`config.mk`:
```
export PLATFORM = sky130hd
export DESIGN_NAME = hazard_ctrl_mc_flat
export DESIGN_NICKNAME = d
export VERILOG_FILES = /design/src/rtl/hazard_ctrl_mc_if.sv /design/src/rtl/hazard_ctrl_mc.sv /design/src/flat_wrapper.sv
export SDC_FILE = /design/constraint.sdc
export NUM_CORES = 1
export LEC_CHECK = 0
export BUFFER_PORTS_ARGS = -buffer_cell sky130_fd_sc_hd__buf_2
export CORE_UTILIZATION = 39
export CTS_CLUSTER_DIAMETER = 120
export DETAILED_ROUTE_END_ITERATION = 16
export PLACE_DENSITY = 0.7
export RECOVER_POWER = 25
export SETUP_SLACK_MARGIN = 0.05
export SYNTH_ARGS = -nofsm -noshare
export SYNTH_HDL_FRONTEND = slang
export SYNTH_SLANG_ARGS = --single-unit
export TNS_END_PERCENT = 50
```
`constraint.sdc`:
```
create_clock -name clk -period 3 [get_ports clk]
set_input_delay 0.15 -clock clk [delete_from_list [all_inputs] [get_ports clk]]
set_output_delay 0.15 -clock clk [all_outputs]
set_load 0.02 [all_outputs]
```
`src/rtl/hazard_ctrl_mc_if.sv`:
```
// Hazard controller bundle: datapath-sourced register fields/flags in,
// pipeline stall/flush/forward controls and status out.
interface hazard_ctrl_mc_if #(
  parameter int unsigned AW    = 5,
  parameter int unsigned CNT_W = 16
);
  logic [AW-1:0]    Rs1D, Rs2D;
  logic             UseRs1D, UseRs2D;
  logic [AW-1:0]    Rs1E, Rs2E, RdE;
  logic             LoadE, PCSrcE, MulDivStartE, MulDivDoneE;
  logic [AW-1:0]    RdM;
  logic             RegWriteM, MemReadyM;
  logic [AW-1:0]    RdW;
  logic             RegWriteW;
  logic             StallF, StallD, StallE, StallM;
  logic             FlushD, FlushE, FlushM, FlushW;
  logic [1:0]       ForwardAE, ForwardBE;
  logic             MulDivBusy, MdTimeout;
  logic [CNT_W-1:0] StallCount, FlushCount;

  modport master (
    output Rs1D, Rs2D, UseRs1D, UseRs2D, Rs1E, Rs2E, RdE, LoadE, PCSrcE,
           MulDivStartE, MulDivDoneE, RdM, RegWriteM, MemReadyM, RdW, RegWriteW,
    input  StallF, StallD, StallE, StallM, FlushD, FlushE, FlushM, FlushW,
           ForwardAE, ForwardBE, MulDivBusy, MdTimeout, StallCount, FlushCount
  );

  modport slave (
    input  Rs1D, Rs2D, UseRs1D, UseRs2D, Rs1E, Rs2E, RdE, LoadE, PCSrcE,
           MulDivStartE, MulDivDoneE, RdM, RegWriteM, MemReadyM, RdW, RegWriteW,
    output StallF, StallD, StallE, StallM, FlushD, FlushE, FlushM, FlushW,
           ForwardAE, ForwardBE, MulDivBusy, MdTimeout, StallCount, FlushCount
  );
endinterface

```
`src/rtl/hazard_ctrl_mc.sv`:
```
// Hazard/forwarding controller for the 5-stage RV32 pipeline with mul/div
// wait FSM, memory wait-state freeze and saturating stall/flush counters.
module hazard_ctrl_mc #(
  parameter int unsigned AW             = 5,
  parameter int unsigned CNT_W          = 16,
  parameter int unsigned MD_TIMEOUT     = 64,
  parameter int unsigned ZERO_FWD_BLOCK = 1
) (
  input  logic            clk,
  input  logic            reset,
  hazard_ctrl_mc_if.slave hz
);
  localparam int unsigned WCW = $clog2(MD_TIMEOUT + 1);
  localparam logic [WCW-1:0]   WC_MAX  = WCW'(MD_TIMEOUT);
  localparam logic [CNT_W-1:0] CNT_MAX = '1;

  typedef enum logic {RUN, MD_WAIT} state_e;

  state_e           state_q, state_d;
  logic [WCW-1:0]   wait_cnt_q, wait_cnt_d;
  logic             timeout_q, timeout_d;
  logic [CNT_W-1:0] stall_cnt_q, stall_cnt_d;
  logic [CNT_W-1:0] flush_cnt_q, flush_cnt_d;

  logic mem_stall, md_stall, lw_stall, br_flush;
  logic stall_f, stall_d, stall_e, stall_m;
  logic flush_d, flush_e, flush_m, flush_w;

  // M stage wins over W; register 0 optionally never forwards
  function automatic logic [1:0] fwd_sel(input logic [AW-1:0] rs,
                                         input logic [AW-1:0] rd_m, input logic wr_m,
                                         input logic [AW-1:0] rd_w, input logic wr_w);
    fwd_sel = 2'b00;
    if ((ZERO_FWD_BLOCK != 0) && (rs == '0)) fwd_sel = 2'b00;
    else if (wr_m && (rs == rd_m))           fwd_sel = 2'b10;
    else if (wr_w && (rs == rd_w))           fwd_sel = 2'b01;
  endfunction

  always_ff @(posedge clk) begin
    if (reset) begin
      state_q     <= RUN;
      wait_cnt_q  <= '0;
      timeout_q   <= 1'b0;
      stall_cnt_q <= '0;
      flush_cnt_q <= '0;
    end else begin
      state_q     <= state_d;
      wait_cnt_q  <= wait_cnt_d;
      timeout_q   <= timeout_d;
      stall_cnt_q <= stall_cnt_d;
      flush_cnt_q <= flush_cnt_d;
    end
  end

  always_comb begin
    state_d     = state_q;
    wait_cnt_d  = wait_cnt_q;
    timeout_d   = timeout_q;
    stall_cnt_d = stall_cnt_q;
    flush_cnt_d = flush_cnt_q;
    stall_f = 1'b0; stall_d = 1'b0; stall_e = 1'b0; stall_m = 1'b0;
    flush_d = 1'b0; flush_e = 1'b0; flush_m = 1'b0; flush_w = 1'b0;
    br_flush = 1'b0;

    lw_stall  = hz.LoadE && (hz.RdE != '0) &&
                ((hz.UseRs1D && (hz.Rs1D == hz.RdE)) ||
                 (hz.UseRs2D && (hz.Rs2D == hz.RdE)));
    mem_stall = !hz.MemReadyM;
    md_stall  = ((state_q == MD_WAIT) || hz.MulDivStartE) && !hz.MulDivDoneE;

    // Freeze on memory wait: FSM holds, so transitions need MemReadyM
    unique case (state_q)
      RUN:     if (hz.MulDivStartE && !hz.MulDivDoneE && hz.MemReadyM) state_d = MD_WAIT;
      MD_WAIT: if (hz.MulDivDoneE && hz.MemReadyM) state_d = RUN;
      default: state_d = RUN;
    endcase

    if ((state_q == RUN) && (state_d == MD_WAIT)) begin
      wait_cnt_d = '0;
    end else if ((state_q == MD_WAIT) && (wait_cnt_q != WC_MAX)) begin
      wait_cnt_d = wait_cnt_q + WCW'(1);
    end
    if ((state_q == MD_WAIT) && (wait_cnt_d == WC_MAX)) timeout_d = 1'b1;

    if (reset) begin
      stall_f = 1'b0;
    end else if (mem_stall) begin
      stall_f = 1'b1; stall_d = 1'b1; stall_e = 1'b1; stall_m = 1'b1;
      flush_w = 1'b1;
    end else if (md_stall) begin
      stall_f = 1'b1; stall_d = 1'b1; stall_e = 1'b1;
      flush_m = 1'b1;
    end else if (hz.PCSrcE) begin
      flush_d  = 1'b1; flush_e = 1'b1;
      br_flush = 1'b1;
    end else if (lw_stall) begin
      stall_f = 1'b1; stall_d = 1'b1;
      flush_e = 1'b1;
    end

    if (stall_f && (stall_cnt_q != CNT_MAX))  stall_cnt_d = stall_cnt_q + CNT_W'(1);
    if (br_flush && (flush_cnt_q != CNT_MAX)) flush_cnt_d = flush_cnt_q + CNT_W'(1);
  end

  assign hz.StallF     = stall_f;
  assign hz.StallD     = stall_d;
  assign hz.StallE     = stall_e;
  assign hz.StallM     = stall_m;
  assign hz.FlushD     = flush_d;
  assign hz.FlushE     = flush_e;
  assign hz.FlushM     = flush_m;
  assign hz.FlushW     = flush_w;
  assign hz.ForwardAE  = fwd_sel(hz.Rs1E, hz.RdM, hz.RegWriteM, hz.RdW, hz.RegWriteW);
  assign hz.ForwardBE  = fwd_sel(hz.Rs2E, hz.RdM, hz.RegWriteM, hz.RdW, hz.RegWriteW);
  assign hz.MulDivBusy = !reset && (state_q == MD_WAIT);
  assign hz.MdTimeout  = timeout_q;
  assign hz.StallCount = stall_cnt_q;
  assign hz.FlushCount = flush_cnt_q;
endmodule

```
`src/flat_wrapper.sv`:
```
// flat-port wrapper written by rule: the top's interface ports become plain ports
module hazard_ctrl_mc_flat 
#(
  parameter int unsigned AW             = 5,
  parameter int unsigned CNT_W          = 16,
  parameter int unsigned MD_TIMEOUT     = 64,
  parameter int unsigned ZERO_FWD_BLOCK = 1
)
  (clk, reset, hz_Rs1D, hz_Rs2D, hz_UseRs1D, hz_UseRs2D, hz_Rs1E, hz_Rs2E, hz_RdE, hz_LoadE, hz_PCSrcE, hz_MulDivStartE, hz_MulDivDoneE, hz_RdM, hz_RegWriteM, hz_MemReadyM, hz_RdW, hz_RegWriteW, hz_StallF, hz_StallD, hz_StallE, hz_StallM, hz_FlushD, hz_FlushE, hz_FlushM, hz_FlushW, hz_ForwardAE, hz_ForwardBE, hz_MulDivBusy, hz_MdTimeout, hz_StallCount, hz_FlushCount);
  hazard_ctrl_mc_if #(.AW(AW), .CNT_W(CNT_W)) hz_i ();
  input  logic clk;
  input  logic reset;
  input wire logic [$bits(hz_i.Rs1D)-1:0] hz_Rs1D;
  input wire logic [$bits(hz_i.Rs2D)-1:0] hz_Rs2D;
  input wire logic [$bits(hz_i.UseRs1D)-1:0] hz_UseRs1D;
  input wire logic [$bits(hz_i.UseRs2D)-1:0] hz_UseRs2D;
  input wire logic [$bits(hz_i.Rs1E)-1:0] hz_Rs1E;
  input wire logic [$bits(hz_i.Rs2E)-1:0] hz_Rs2E;
  input wire logic [$bits(hz_i.RdE)-1:0] hz_RdE;
  input wire logic [$bits(hz_i.LoadE)-1:0] hz_LoadE;
  input wire logic [$bits(hz_i.PCSrcE)-1:0] hz_PCSrcE;
  input wire logic [$bits(hz_i.MulDivStartE)-1:0] hz_MulDivStartE;
  input wire logic [$bits(hz_i.MulDivDoneE)-1:0] hz_MulDivDoneE;
  input wire logic [$bits(hz_i.RdM)-1:0] hz_RdM;
  input wire logic [$bits(hz_i.RegWriteM)-1:0] hz_RegWriteM;
  input wire logic [$bits(hz_i.MemReadyM)-1:0] hz_MemReadyM;
  input wire logic [$bits(hz_i.RdW)-1:0] hz_RdW;
  input wire logic [$bits(hz_i.RegWriteW)-1:0] hz_RegWriteW;
  output wire logic [$bits(hz_i.StallF)-1:0] hz_StallF;
  output wire logic [$bits(hz_i.StallD)-1:0] hz_StallD;
  output wire logic [$bits(hz_i.StallE)-1:0] hz_StallE;
  output wire logic [$bits(hz_i.StallM)-1:0] hz_StallM;
  output wire logic [$bits(hz_i.FlushD)-1:0] hz_FlushD;
  output wire logic [$bits(hz_i.FlushE)-1:0] hz_FlushE;
  output wire logic [$bits(hz_i.FlushM)-1:0] hz_FlushM;
  output wire logic [$bits(hz_i.FlushW)-1:0] hz_FlushW;
  output wire logic [$bits(hz_i.ForwardAE)-1:0] hz_ForwardAE;
  output wire logic [$bits(hz_i.ForwardBE)-1:0] hz_ForwardBE;
  output wire logic [$bits(hz_i.MulDivBusy)-1:0] hz_MulDivBusy;
  output wire logic [$bits(hz_i.MdTimeout)-1:0] hz_MdTimeout;
  output wire logic [$bits(hz_i.StallCount)-1:0] hz_StallCount;
  output wire logic [$bits(hz_i.FlushCount)-1:0] hz_FlushCount;
  assign hz_i.Rs1D = hz_Rs1D;
  assign hz_i.Rs2D = hz_Rs2D;
  assign hz_i.UseRs1D = hz_UseRs1D;
  assign hz_i.UseRs2D = hz_UseRs2D;
  assign hz_i.Rs1E = hz_Rs1E;
  assign hz_i.Rs2E = hz_Rs2E;
  assign hz_i.RdE = hz_RdE;
  assign hz_i.LoadE = hz_LoadE;
  assign hz_i.PCSrcE = hz_PCSrcE;
  assign hz_i.MulDivStartE = hz_MulDivStartE;
  assign hz_i.MulDivDoneE = hz_MulDivDoneE;
  assign hz_i.RdM = hz_RdM;
  assign hz_i.RegWriteM = hz_RegWriteM;
  assign hz_i.MemReadyM = hz_MemReadyM;
  assign hz_i.RdW = hz_RdW;
  assign hz_i.RegWriteW = hz_RegWriteW;
  assign hz_StallF = hz_i.StallF;
  assign hz_StallD = hz_i.StallD;
  assign hz_StallE = hz_i.StallE;
  assign hz_StallM = hz_i.StallM;
  assign hz_FlushD = hz_i.FlushD;
  assign hz_FlushE = hz_i.FlushE;
  assign hz_FlushM = hz_i.FlushM;
  assign hz_FlushW = hz_i.FlushW;
  assign hz_ForwardAE = hz_i.ForwardAE;
  assign hz_ForwardBE = hz_i.ForwardBE;
  assign hz_MulDivBusy = hz_i.MulDivBusy;
  assign hz_MdTimeout = hz_i.MdTimeout;
  assign hz_StallCount = hz_i.StallCount;
  assign hz_FlushCount = hz_i.FlushCount;
  hazard_ctrl_mc #(.AW(AW), .CNT_W(CNT_W), .MD_TIMEOUT(MD_TIMEOUT), .ZERO_FWD_BLOCK(ZERO_FWD_BLOCK)) u_core (.clk(clk), .reset(reset), .hz(hz_i));
endmodule
```
==> results <==
- The flow ran to the end, and the final reports show no timing, DRC or antenna violations.
- Yosys mapped a number of flops with a built-in enable equal to 0.
- The number of buffers added for setup after CTS is 0.
- The number of cells in the finished layout apart from fillers is between 400 and 500.
- After clock tree synthesis, the clock-pin slew on the worst setup and hold paths is 0.09 ns.
- The congestion estimate from routability-driven global placement came to around 0.84.
- Derived from the worst setup path, the maximum achievable clock frequency is around 0.4 GHz.
- Once the clock tree was built, the resizer swapped 0 gates to a different size.
- The routed design uses around 2800 um of met2 wire.
- The number of antenna-violating nets in the routed design is 0.
- In the routed layout, each cell is associated on average with a via count of roughly 5.4.
- Setup repair after global routing left no endpoint under its margin.
- No sink is reached through more buffers than the 2 on the longest clock path.
- In this run, post-CTS hold repair placed 0 buffers.
- The critical path capture point type is a register.
- The detailed-placement wirelength estimate is between 4000 and 5000 um.
- The final-report hold violation count came to 0.
- The total vias in the final route is roughly 2.6k.
- The net count of the finished layout is between 400 and 500.
- The total wire length after detailed routing is approximately 6200 um.
- The number of nets in the synthesized netlist is between 300 and 400.
- For the worst-skew pair, the clock arrives at the later sink with an insertion delay of approximately 0.3 ns.
- The combinational family with the most area after synthesis is simple AND/OR/NAND/NOR gates.
- In this run the power density over the cells is 397 nW/um^2.
- For this design, the sink count on the clock tree is just over 40.
- The cell count after synthesis is roughly 310.
- The number of detailed-route iterations in the first pass is 4.
- The tightest hold path in the finished design has a slack of about 0.08 ns.
- The post-synthesis sequential element count is about 40.
- Each instance of the synthesized netlist takes up on average around 8 um^2.
- The sum of met3 wire segment lengths after detailed routing is around 400 um.
- The TritonCTS buffer count is 5.
- The die is about 83 um tall.
- The worst setup path is of the reg2reg kind.
- Multiplexer cells account for 2.89% of the synthesized area.
- The setup total negative slack is 0 ns.
- The async set or reset register ratio after synthesis is 0%.
- After detailed placement, the design holds a cell count of 470.
- The final clock skew is 0.0112 ns.
- The initial utilization of the core area, before any placement, comes to roughly 40%.
- The count of max-cap constraint violations is 0.
- STA puts the critical path data required time at roughly 3.2 ns.
- The layout cell share with drive strength beyond 1 is around 22%.
- The count of buffers from port buffering is 91.
- Data on the critical path arrives at its endpoint at 2.69 ns.
- For this run, design rule violations remaining after detail routing come to 0.
- The worst register-to-register path has a depth of 7.
- Across every metal layer, demand over resource in global routing totals about 18%.
- The minimum clock period after layout is about 2.5 ns.
- The worst setup path is launched from a register.
- The detailed router finished its first iteration with 57 violations.
- The H-tree level count is 2.
- The worst path meets setup with 0.505 ns of slack.
- The share of the synthesized area in compound gates (AO/OA/AOI/OAI) is roughly 15%.
- The die is a little over 80 um wide.
- The tree is rooted in a sky130_fd_sc_hd__clkbuf_8.
- After layout, the worst path uses between 80% and 90% of the clock period.
- The class of the tightest hold or removal check is in2reg.
- The placement-stage worst setup slack is about 0.5 ns.
- The wire length on met1 is a little under 3000 um.
- The worst-margin pin slew is about 0.96 ns.
- The CTS tree is done.
- The library cells used most frequently in the layout, excluding fill and tap cells, are sky130_fd_sc_hd__buf_2, sky130_fd_sc_hd__dfxtp_1, sky130_fd_sc_hd__nor2_1.
- The number of placed I/O pins is about 90.
- Entering global routing, the biggest net connects 28 pins.
- The number of diodes added for antenna fixing is 0.
- The max-slew violation count is 0.
- Leaving out fill and tap cells, the most frequent cell in the layout is sky130_fd_sc_hd__buf_2.
- The area growth from synthesis to final layout is 23.6%.
- In this run the top signal layer used is met4.
- Global routing finished with a remaining overflow of 0.
- The biggest fanout along the worst timing path is 27.
- The floorplan step defined a die boundary enclosing 6870 um^2.
- Summed over all cells, the static leakage comes to about 1.2 nW.
- Setup violations remaining at the end of the flow were counted as 0.
- The netlist uses 55 different library cells.
- After layout, the design draws a total of about 0.0013 W.
- The maximum vdd ir drop is ~0.00022 V.
- The total area inside the core boundary comes to about 6300 um^2.
- Of the total synthesized cell area, the portion taken by XOR and XNOR cells is approximately 14%.
- For this run, the number of Yosys warnings is 0.
- The share of the Yosys chip area taken by registers is about a third.
- The per-cell routed wire length is 12.9 um.
- The cell area after technology mapping is approximately 2600 um^2.
- Headroom to the max-slew limit came out at 36.2%.
- After Yosys synthesis, full adders, half adders and majority gates account for under 10% of the synthesized area.
- The standard-cell row count is 29.
- Summing the areas of all and, or, nand and nor instances in the mapped netlist gives between 20% and 30% of the synthesized area.
- Among all flip-flop cells after synthesis, the most frequent one is sky130_fd_sc_hd__dfxtp_1.
- The via count of the first global-routing pass is 2383.
- The layout filler cell count is 656.
- The number of antenna violations at the first check in global routing was 0.
- The first-pass GRT wire length is roughly 11000 um.
- Along the worst hold path, the cell count comes to 2.
[critical path, stage by stage (launching register included)]
cell and delay, ns:
sky130_fd_sc_hd__dfxtp_1 0.39, sky130_fd_sc_hd__ha_1 0.27, sky130_fd_sc_hd__nand3_1 0.09, sky130_fd_sc_hd__nor4_1 0.05, sky130_fd_sc_hd__or4_1 0.40, sky130_fd_sc_hd__o21a_1 0.46
sky130_fd_sc_hd__nor4_1 0.36, sky130_fd_sc_hd__mux2_2 0.37
[registers in the layout, indices dropped and copies added (netlist names)]
name                  count
u_core.hz.FlushCount     16
u_core.hz.MdTimeout       1
u_core.state_q            1
u_core.wait_cnt_q         7
u_core.hz.StallCount     16
[area by class of cell]
| class | instances | area, um^2 | share of cell area [%] |
|---|---|---|---|
| inverter | 10 | 37.5 | 1.19 |
| clock buffer | 5 | 68.8 | 2.18 |
| multi-input combinational | 250 | 1630 | 51.6 |
| tap | 77 | 96.3 | 3.06 |
| clock inverter | 3 | 65.1 | 2.06 |
| sequential | 41 | 821 | 26.0 |
| timing repair buffer | 92 | 438 | 13.9 |
[layer usage]
layer	up-vias	track usage, %
met4	0	4.70
li1	1322	-
met5	-	0
met1	1185	23.4
met3	7	4.87
met2	89	31.0
[cells by family (layout without fill, tap and decap cells)]
kind of cell	after synthesis	in the layout
AO/OA/AOI/OAI	61	61
XOR/XNOR	41	41
adder cells (fa/ha/maj)	4	4
buffers and inverters	21	110
flip-flops	41	41
multiplexers	7	7
AND/OR/NAND/NOR	137	137
[power by group]
group	switching [W]	leakage, nW	internal (W)
clock network	0.000202	0.0681	0.000331
registers	0.00000904	0.331	0.000549
logic	0.0000929	0.813	0.0000672
[synth_stat cells (3+ instances only)]
master | count | share of area (%)
sky130_fd_sc_hd__a21oi_1 | 20 | 3.9
sky130_fd_sc_hd__clkbuf_1 | 3 | 0.44
sky130_fd_sc_hd__dfxtp_1 | 41 | 32
sky130_fd_sc_hd__ha_1 | 4 | 2.0
sky130_fd_sc_hd__inv_1 | 10 | 1.5
sky130_fd_sc_hd__mux2_2 | 3 | 1.3
sky130_fd_sc_hd__mux2i_1 | 4 | 1.6
sky130_fd_sc_hd__nand2_1 | 16 | 2.4
sky130_fd_sc_hd__nand2b_1 | 4 | 0.98
sky130_fd_sc_hd__nand3_1 | 17 | 3.3
sky130_fd_sc_hd__nand4_1 | 7 | 1.7
sky130_fd_sc_hd__nor2_1 | 29 | 4.3
sky130_fd_sc_hd__nor2b_1 | 6 | 1.5
sky130_fd_sc_hd__nor3_1 | 10 | 2.0
sky130_fd_sc_hd__nor4_1 | 11 | 2.7
sky130_fd_sc_hd__o21ai_0 | 15 | 2.9
sky130_fd_sc_hd__o311ai_0 | 3 | 1.0
sky130_fd_sc_hd__o31ai_1 | 3 | 0.88
sky130_fd_sc_hd__o41ai_1 | 3 | 1.0
sky130_fd_sc_hd__or3_1 | 12 | 2.9
sky130_fd_sc_hd__or4_1 | 6 | 1.8
sky130_fd_sc_hd__xnor2_1 | 17 | 5.8
sky130_fd_sc_hd__xor2_1 | 24 | 8.2
[stage by stage]
stage	area [um^2]	util, %
finish	3150	49.7
global route	3150	49.7
CTS	3180	50.0
detailed placement	3040	47.9
global placement	3040	47.9
floorplan	2550	-
[worst paths after layout]
path / start / endpoint / slack, ns
setup / recovery: u_core.hz.StallCount[0] / u_core.hz.StallCount[13] / 0.51
hold / removal: hz_MulDivDoneE / u_core.state_q / 0.08
setup reg to reg: u_core.hz.StallCount[0] / u_core.hz.StallCount[13] / 0.51
hold reg to reg: u_core.hz.MdTimeout / u_core.hz.MdTimeout / 0.49
Note: power is estimated with default switching activity, not from simulation.
